`config.mk`:
```
export PLATFORM = sky130hd
export DESIGN_NAME = fetch_unit
export DESIGN_NICKNAME = d
export VERILOG_FILES = /design/src/rtl/riscv_pkg.sv /design/src/rtl/fetch_fifo.sv /design/src/rtl/fetch_unit.sv
export SDC_FILE = /design/constraint.sdc
export NUM_CORES = 1
export LEC_CHECK = 0
export BUFFER_PORTS_ARGS = -buffer_cell sky130_fd_sc_hd__clkbuf_2
export CORE_ASPECT_RATIO = 1.25
export CORE_MARGIN = 2
export CORE_UTILIZATION = 28
export CTS_CLUSTER_DIAMETER = 80
export DETAILED_ROUTE_END_ITERATION = 7
export PLACE_DENSITY = 0.48
export SYNTH_ARGS = -nofsm -noshare
export SYNTH_HDL_FRONTEND = slang
export SYNTH_HIERARCHICAL = 1
export SYNTH_SLANG_ARGS = --single-unit
```
`constraint.sdc`:
```
create_clock -name clk_i -period 6.3 [get_ports clk_i]
set_clock_uncertainty 0.05 [all_clocks]
set_input_delay 1.26 -clock clk_i [delete_from_list [all_inputs] [get_ports clk_i]]
set_output_delay 1.26 -clock clk_i [all_outputs]
set_load 0.02 [all_outputs]
```
`src/rtl/riscv_pkg.sv`:
```
// Shared RV64 front-end types: data widths, fetch FSM states and the
// buffered fetch entry carried from imem response to decode.
package riscv_pkg;

  localparam int unsigned XLEN = 64;
  localparam int unsigned ILEN = 32;

  typedef enum logic [1:0] {
    BOOT = 2'd0,
    RUN  = 2'd1,
    HALT = 2'd2
  } fetch_state_e;

  typedef struct packed {
    logic [XLEN-1:0] pc;
    logic [ILEN-1:0] instr;
  } fetch_entry_t;

  // Clear the two low address bits to form a word-aligned PC.
  function automatic logic [XLEN-1:0] word_align(input logic [XLEN-1:0] addr);
    return addr & ~XLEN'(3);
  endfunction

endpackage

```
`src/rtl/fetch_fifo.sv`:
```
// Synchronous FIFO of fetch entries with flush.
// Ports:
//   clk, rst        clock, synchronous active-high reset
//   flush           empties the FIFO (wins over push/pop)
//   push, push_data write an entry (accepted when not full or popping)
//   pop             remove head entry (ignored when empty)
//   head            current head entry (register read, zero after reset)
//   empty, count    occupancy status
module fetch_fifo
  import riscv_pkg::*;
#(
  parameter int unsigned DEPTH = 2,
  parameter int unsigned CW    = $clog2(DEPTH + 1)
) (
  input  logic          clk,
  input  logic          rst,
  input  logic          flush,
  input  logic          push,
  input  fetch_entry_t  push_data,
  input  logic          pop,
  output fetch_entry_t  head,
  output logic          empty,
  output logic [CW-1:0] count
);

  localparam int unsigned PW = $clog2(DEPTH);

  fetch_entry_t  mem [DEPTH];
  logic [PW-1:0] rd_ptr;
  logic [PW-1:0] wr_ptr;
  logic          do_push;
  logic          do_pop;

  assign empty   = (count == '0);
  assign do_pop  = pop && !empty;
  // A push at full is legal only when the head leaves in the same cycle.
  assign do_push = push && ((count != CW'(DEPTH)) || do_pop);
  assign head    = mem[rd_ptr];

  // Pointers and occupancy.
  always_ff @(posedge clk) begin
    if (rst || flush) begin
      rd_ptr <= '0;
      wr_ptr <= '0;
      count  <= '0;
    end else begin
      if (do_push) wr_ptr <= wr_ptr + PW'(1);
      if (do_pop)  rd_ptr <= rd_ptr + PW'(1);
      count <= count + CW'(do_push) - CW'(do_pop);
    end
  end

  // Storage; cleared on reset so the head reads zero out of reset.
  always_ff @(posedge clk) begin
    if (rst) begin
      for (int i = 0; i < int'(DEPTH); i++) mem[i] <= '0;
    end else if (do_push && !flush) begin
      mem[wr_ptr] <= push_data;
    end
  end

endmodule

```
`src/rtl/fetch_unit.sv`:
```
// RV64 instruction fetch stage. Owns the fetch PC, issues in-order word
// requests to imem, buffers returned words with their PCs and presents them
// to decode. Redirects flush the buffer and discard in-flight responses.
// Optional macro FETCH_ALIGN_CHECK_EN: a misaligned redirect raises a sticky
// fetch_fault_o and halts fetch until an aligned redirect.
// Ports:
//   clk_i, rst_i                 clock, synchronous active-high reset
//   imem_req_valid/ready/addr    request channel (addr = fetch PC)
//   imem_rsp_valid/data          in-order responses, always accepted
//   redirect_i, redirect_pc_i    branch/jump redirect
//   instr_valid/ready, instr_o, instr_pc_o   decode handoff
//   fetch_fault_o                misaligned redirect fault
module fetch_unit
  import riscv_pkg::*;
#(
  parameter logic [XLEN-1:0] RESET_PC        = 64'h0000_0000_8000_0000,
  parameter int unsigned     FIFO_DEPTH      = 2,
  parameter int unsigned     MAX_OUTSTANDING = 2
) (
  input  logic            clk_i,
  input  logic            rst_i,
  output logic            imem_req_valid_o,
  input  logic            imem_req_ready_i,
  output logic [XLEN-1:0] imem_req_addr_o,
  input  logic            imem_rsp_valid_i,
  input  logic [ILEN-1:0] imem_rsp_data_i,
  input  logic            redirect_i,
  input  logic [XLEN-1:0] redirect_pc_i,
  output logic            instr_valid_o,
  input  logic            instr_ready_i,
  output logic [ILEN-1:0] instr_o,
  output logic [XLEN-1:0] instr_pc_o,
  output logic            fetch_fault_o
);

  localparam int unsigned OW = $clog2(MAX_OUTSTANDING + 1);
  localparam int unsigned CW = $clog2(FIFO_DEPTH + 1);

  fetch_state_e    state_q, state_d;
  logic [XLEN-1:0] fetch_pc_q, fetch_pc_d;
  logic [XLEN-1:0] rsp_pc_q, rsp_pc_d;
  logic [OW-1:0]   out_q, out_d;
  logic [OW-1:0]   drop_q, drop_d;
  logic [OW-1:0]   out_net;
  logic            fault_q, fault_d;
  logic            bad_pc;
  logic            rsp_live;
  logic            credit_ok;
  logic            push;
  logic            flush;
  fetch_entry_t    push_data;
  fetch_entry_t    head;
  logic            fifo_empty;
  logic [CW-1:0]   fifo_count;

  assign imem_req_addr_o = fetch_pc_q;
  assign fetch_fault_o   = fault_q;
  assign instr_valid_o   = !fifo_empty;
  assign instr_o         = head.instr;
  assign instr_pc_o      = head.pc;
  assign push_data       = '{pc: rsp_pc_q, instr: imem_rsp_data_i};

  // Live (non-dropped) requests plus buffered entries must fit the FIFO.
  assign credit_ok = (32'(out_q) - 32'(drop_q) + 32'(fifo_count)) < FIFO_DEPTH;
  // Stray responses with nothing outstanding are ignored.
  assign rsp_live  = imem_rsp_valid_i && (out_q != '0);
  assign out_net   = out_q - OW'(rsp_live);

  // State registers.
  always_ff @(posedge clk_i) begin
    if (rst_i) begin
      state_q    <= BOOT;
      fetch_pc_q <= RESET_PC;
      rsp_pc_q   <= RESET_PC;
      out_q      <= '0;
      drop_q     <= '0;
      fault_q    <= 1'b0;
    end else begin
      state_q    <= state_d;
      fetch_pc_q <= fetch_pc_d;
      rsp_pc_q   <= rsp_pc_d;
      out_q      <= out_d;
      drop_q     <= drop_d;
      fault_q    <= fault_d;
    end
  end

  // Next state, issue, response accounting and redirect handling.
  always_comb begin
    state_d          = state_q;
    fetch_pc_d       = fetch_pc_q;
    rsp_pc_d         = rsp_pc_q;
    out_d            = out_q;
    drop_d           = drop_q;
    fault_d          = fault_q;
    push             = 1'b0;
    flush            = 1'b0;
    bad_pc           = 1'b0;
    imem_req_valid_o = 1'b0;

`ifdef FETCH_ALIGN_CHECK_EN
    bad_pc = redirect_pc_i[1:0] != 2'b00;
`endif

    case (state_q)
      BOOT:    state_d = RUN;
      RUN:     state_d = RUN;
      HALT:    state_d = HALT;
      default: state_d = BOOT;
    endcase

    if (redirect_i) begin
      // Everything still in flight after this cycle's response is stale.
      flush      = 1'b1;
      fetch_pc_d = word_align(redirect_pc_i);
      rsp_pc_d   = word_align(redirect_pc_i);
      out_d      = out_net;
      drop_d     = out_net;
      state_d    = bad_pc ? HALT : RUN;
      fault_d    = bad_pc;
    end else begin
      imem_req_valid_o = (state_q == RUN) && (out_q < OW'(MAX_OUTSTANDING)) && credit_ok;
      out_d = out_net + OW'(imem_req_valid_o && imem_req_ready_i);
      if (imem_req_valid_o && imem_req_ready_i) fetch_pc_d = fetch_pc_q + XLEN'(4);
      if (rsp_live) begin
        if (drop_q != '0) begin
          drop_d = drop_q - OW'(1);
        end else begin
          push     = 1'b1;
          rsp_pc_d = rsp_pc_q + XLEN'(4);
        end
      end
    end
  end

  fetch_fifo #(
    .DEPTH (FIFO_DEPTH),
    .CW    (CW)
  ) u_fifo (
    .clk       (clk_i),
    .rst       (rst_i),
    .flush     (flush),
    .push      (push),
    .push_data (push_data),
    .pop       (instr_valid_o && instr_ready_i),
    .head      (head),
    .empty     (fifo_empty),
    .count     (fifo_count)
  );

endmodule

```
==> key figures, run 1 <==
Global route
  • Vias in the first global route: approximately 12000
  • First-pass GRT wire length: 71900 um
  • Grt ovf: 0
  • Total GRT Usage: 0.155
  • Initial antenna violation count: 3
  • Largest net degree at the start of global routing: between 90 and 100

Worst setup path
  • Worst Path Arrival: 3030 ps
  • Slowest CP cell: fa_1
  • Max FO, Critical Path: 4
  • Critical Path Source Type: flop
  • Register-to-Register Path Depth: 11
  • CP endpoint kind: primary output
  • Critical path required time: 4990 ps
  • Delay-heaviest family, CP: adder cells
  • WP depth: 8
  • Critical path class: flop to primary output
  • CP max stage delay: 500 ps
  • Crit path cell chain: inv_1 -> ha_1 -> fa_1 -> inv_1 -> fa_1 -> nor4b_4 -> o2111a_1 -> clkbuf_2
  • Crit path buffers/inverters: 3

Logic synthesis
  • Post-synth cell types: 66
  • Synth Flop Type: edfxtp_1
  • Post-synth ARST share: 0
  • Synth Register Bits: ~330
  • Mapped Cells: 1514
  • Mapped Area: 0.0164 mm2
  • Post-synth EDFFs: 192
  • Synth top area share: 0.352
  • Sequential area share after synthesis: 0.517
  • Syn_area_per_cell: 10.8 um2
  • Top cell type by total area after synthesis: edfxtp_1
  • Synth area leaders: edfxtp_1, dfxtp_1, and2_1
  • YS warnings: 6

CTS
  • Cts hold-fix bufs: 0
  • Clk sinks: between 300 and 400
  • CTS resizes: 0
  • Clock root cell: clkbuf_16
  • H-tree Lvls: 2
  • Setup Fix Bufs, Post-CTS: 0
  • Clk_lat worst skew: 530 ps
  • CTS tree: yes
  • Clock tree buffer depth: 3
  • Reg clk slew, reported paths: 60 ps
  • CTS Buf Count: 37

Detailed routing
  • Post-route antenna net violation count: 0
  • Vias/cell: 4.92
  • Pre-antenna DRT Iters: 5
  • Final wirelength: 48300 um
  • DR iter-0 viols: 713
  • DRC viols: 0
  • Routed vias: between 10000 and 15000
  • DR WL/cell: 19.1 um

Placement
  • DP Wirelength: between 30000 and 40000 um
  • PortBufs: approximately 260
  • Gpl congestion: 0.847

Die
  • Initial Utilization: 0.282
  • Die Span X: around 220 um
  • Row cnt: 99
  • Die height: 274 um
  • Die Area: 0.0604 mm2
  • Core ar.: 0.0581 mm2
  • IO Count: 265

Cells and area
  • FILL cells: 5899
  • Commonest non-fill, non-tap cells in the layout: clkbuf_2, edfxtp_1, and2_1
  • P&R area growth vs syn: 18.9%
  • FF+latch area: 0.00847 mm2
  • Final nets: roughly 1900
  • Commonest non-fill, non-tap cell in the layout: clkbuf_2
  • Area taken by multi-input logic gates: 0.00717 mm2
  • Layout cells sized above 1: 0.260

Timing
  • Final Hold Vio Count: 0
  • FMAX: 230 MHz
  • Rel. slew slack: 0.228
  • Worst-margin pin slew: ~1100 ps
  • Tmin final: roughly 4300 ps
  • Final-report max-slew violation count: 0
  • Tcrit/Tclk final: 0.690
  • Final setup violation count: 0
  • Hold slack: 385 ps
  • Setup TNS after final layout: 0 ps
  • RSZ-0062 raised after global routing: no

Pwr
  • P_leak: around 7.4 nW
  • Pwr/cell area: 272 mW/mm2
  • IR drop worst, VDD: about 0.16 mV

Flow run
  • Max cap viols: 0

Status
  • Status: finished, final reports clean

Worst hold path
  • Hold depth: 1
  • Hold Crit Class: flop to flop
## registers in the layout (all words and copies together), names as in the netlist, named ones only
name,cells
drop_q,2
imem_req_addr_o,62
out_q,2
rsp_pc_q,62
state_q,2
u_fifo/count,2
u_fifo/mem,192
u_fifo/rd_ptr,1
u_fifo/wr_ptr,1
## metal layers
layer | vias to the layer above | share of wire | GRT usage
met5 | - | 0.00060 | 0
li1 | 5992 | - | -
met1 | 6021 | 0.46 | 0.210
met2 | 310 | 0.45 | 0.244
met3 | 88 | 0.053 | 0.0261
met4 | 4 | 0.038 | 0.0638
## synthesized netlist by cell type, drive strengths merged (11+ instances only)
master and n:
a211oi 17, o31ai 11, nand3 46, mux2 97, and3 22, nor4 44
nor3b 12, xnor2 46, a21boi 53, nand4 49, xor2 17, inv 77
dfxtp 135, and4 19, clkbuf 65, buf 30, edfxtp 192, nor2 41
o31a 44, o21ai 11, a21oi 63, nand2 67, nor3 51, and2 203
## final cells by class
type,count,area share
clock inverter,16,0.00572
tap,757,0.0487
inverter,77,0.0148
clock buffer,52,0.0547
antenna,2,0.000257
timing repair buffer,273,0.0721
multi-input combinational,1021,0.368
sequential,327,0.435
## final timing paths
path                   start                  end  slack (ps)
setup / recovery    out_q[0]     imem_req_valid_o        1960
hold / removal    state_q[0]           state_q[1]         380
setup reg to reg    out_q[0]  imem_req_addr_o[58]        2010
hold reg to reg   state_q[0]           state_q[1]         380
## logic make-up after synthesis
family | share of synthesized area
compound gates | 0.110
xor+xnor | 0.0337
fa+ha+maj | 0.00933
buf+inv | 0.0467
flops | 0.517
mux | 0.0667
other cells | 0.000229
simple gates | 0.216
## power by group
part	leakage, nW	internal, mW	total [mW]	switching [mW]
Clock	0.585	1.23	2.14	0.913
Combinational	3.75	0.243	0.646	0.403
Sequential	3.10	2.38	2.51	0.121
## metrics by stage
stage	std cells	power (mW)	setup WS, ps	util	area, um2
final	2525	5.29	1960	0.335	19500
after global routing	2524	5.52	1810	0.335	19500
after CTS	2523	5.37	1920	0.335	19500
after detailed placement	2455	3.20	2020	0.315	18300
after global placement	2455	3.19	2120	0.315	18300
after floorplan	1520	2.96	1060	-	16400
## worst register-to-register path, cell delays in order (launching register included)
cell and delay [ps]:
dfxtp_1 410, inv_1 90, ha_1 220, fa_1 470, inv_1 70, fa_1 500, nor4b_4 280, o2111ai_1 160
buf_4 230, or4_1 850, or2_1 570, a211oi_1 310
(Power assumes the default switching activity.)
==> run 2, diff against run 1 <==
- PLACE_DENSITY: 0.48 -> 0.5
- clock period: 6.3 -> 3.75 ns (I/O delays scaled with it)
==> key figures, run 2 (same netlist as run 1, synthesis figures left out) <==
Placement
  • DP Wirelength: 33700 um
  • PortBufs: 259
  • Gpl congestion: 0.816
  • Placed inst area: 0.0185 mm2
  • Pre-CTS setup slack: -22.3 ps

Worst setup path
  • Crit path cell chain: inv_2 -> ha_2 -> fa_1 -> inv_2 -> fa_1 -> o21bai_1 -> o2111a_2 -> buf_8
  • Delay-heaviest family, CP: adder cells
  • Setup slack, reg-to-reg: 150 ps
  • CP endpoint kind: primary output
  • Max FO, Critical Path: 3
  • CP max stage delay: 500 ps
  • Critical path required time: 2950 ps
  • Crit path buffers/inverters: 3
  • Worst Path Arrival: 2810 ps
  • Slowest CP cell: fa_1
  • Critical path class: flop to primary output
  • Critical Path Source Type: flop

Timing
  • Final Hold Vio Count: 0
  • Tmin final: 3610 ps
  • Worst setup margin: 137 ps
  • Worst-margin pin slew: 995 ps
  • Tcrit/Tclk final: 0.963
  • RSZ-0062 raised after global routing: no
  • Rel. slew slack: 0.336
  • FMAX: around 280 MHz
  • Final setup violation count: 0
  • Hold slack: about 370 ps
  • Setup TNS after final layout: 0 ps
  • Final-report max-slew violation count: 0

Cells and area
  • P&R area growth vs syn: 20.0%
  • Area taken by multi-input logic gates: 0.00721 mm2
  • Biggest register: u_fifo/mem
  • Max FFs per register: 192
  • FF+latch area: 0.00847 mm2
  • Commonest non-fill, non-tap cell in the layout: clkbuf_2
  • Final nets: roughly 1900
  • Commonest non-fill, non-tap cells in the layout: clkbuf_2, edfxtp_1, and2_1
  • N_diodes: 0
  • Post-route cell area: 0.0196 mm2
  • Layout cells sized above 1: 0.269
  • FILL cells: 5827

Die
  • Core ar.: 0.0581 mm2
  • Die Span X: about 220 um
  • Initial Utilization: 0.282
  • Row cnt: 99
  • IO Count: about 270
  • Die Area: 0.0604 mm2
  • Die height: around 270 um

Global route
  • Initial antenna violation count: 1
  • Grt ovf: 0
  • Total GRT Usage: 0.157
  • First-pass GRT wire length: about 73000 um
  • Largest net degree at the start of global routing: 100
  • Vias in the first global route: 12000

Worst hold path
  • Hold Crit Class: flop to flop

Pwr
  • IR drop worst, VDD: about 0.26 mV
  • Design Power: 8.84 mW
  • Clock network fraction of total power: 0.391
  • Share of total power in combinational logic: 0.135
  • P_leak: 7.52 nW
  • Sequential share of power: 0.474
  • Internal power: 6.45 mW
  • Net Switching: 2.40 mW
  • Pwr/cell area: 450 mW/mm2
  • Sw Share: 0.271

CTS
  • CTS tree: yes
  • CTS Buf Count: 36
  • Clock tree buffer depth: 3
  • H-tree Lvls: 2
  • Clk sinks: ~330
  • Clock root cell: clkbuf_16
  • Reg clk slew, reported paths: around 60 ps
  • Clk_lat worst skew: 540 ps

Detailed routing
  • Post-route antenna net violation count: 0
  • DR WL/cell: 19.2 um
  • Pre-antenna DRT Iters: 5
  • Vias/cell: 4.90
  • Final wirelength: around 50000 um
  • Routed vias: 12400
  • DR iter-0 viols: between 700 and 800
  • DRC viols: 0

Flow run
  • Max cap viols: 0

Status
  • Status: finished, final reports clean
==> run 2: path summary, 6_finish.rpt <==
check	start	endpoint	cells past startpoint
worst min register to register	state_q[0]	state_q[1]	1
worst min-delay path	state_q[0]	state_q[1]	1
worst max-delay path	out_q[0]	imem_req_valid_o	8
worst max register to register	out_q[0]	imem_req_addr_o[23]	12
==> run 2: worst register-to-register path, stage by stage, from the launching register on <==
cell	delay, ps
dfxtp_2	330
inv_2	50
ha_2	170
fa_1	500
inv_2	50
fa_1	480
nor4b_4	310
buf_4	170
o2111ai_4	160
buf_4	250
or3_1	480
o31a_1	270
o31a_1	230
==> run 2: layout make-up <==
cell class	count	area share
Sequential cell	327	0.431
Multi-Input combinational cell	1021	0.367
Timing Repair Buffer	290	0.0823
Clock buffer	48	0.0497
Tap cell	757	0.0482
Inverter	77	0.0147
Clock inverter	17	0.00681
==> run 2: metal layers <==
metal / vias to the layer above / routed length [um] / global-route usage
li1: 6020 / - / -
met1: 6056 / 22100 / 0.211
met2: 283 / 23200 / 0.260
met4: 2 / 1200 / 0.0477
met5: - / 13 / 0
met3: 64 / 2230 / 0.0222
==> run 2: per-stage QoR <==
step | util | cells
finish | 0.338 | 2537
global route | 0.338 | 2537
CTS | 0.337 | 2536
detailed placement | 0.318 | 2471
global placement | 0.318 | 2471
floorplan | - | 1520
==> run 2: repair_timing <==
action / CTS / global route
pin swaps: 1 / 3
hold buffers: 0 / 0
buffers inserted: 0 / 1
setup endpoints to repair: 6 / 20
hold endpoints to repair: 0 / 0
gates resized for setup: 5 / 10
==> run 2: power groups by stage <==
stage               clock network, mW  registers (mW)  logic (mW)
finish                           3.46            4.19        1.19
global route                     3.70            4.23        1.30
CTS                              3.59            4.19        1.16
detailed placement                  0            4.27        1.14
global placement                    0            4.25        1.13
floorplan                           0            4.26       0.706
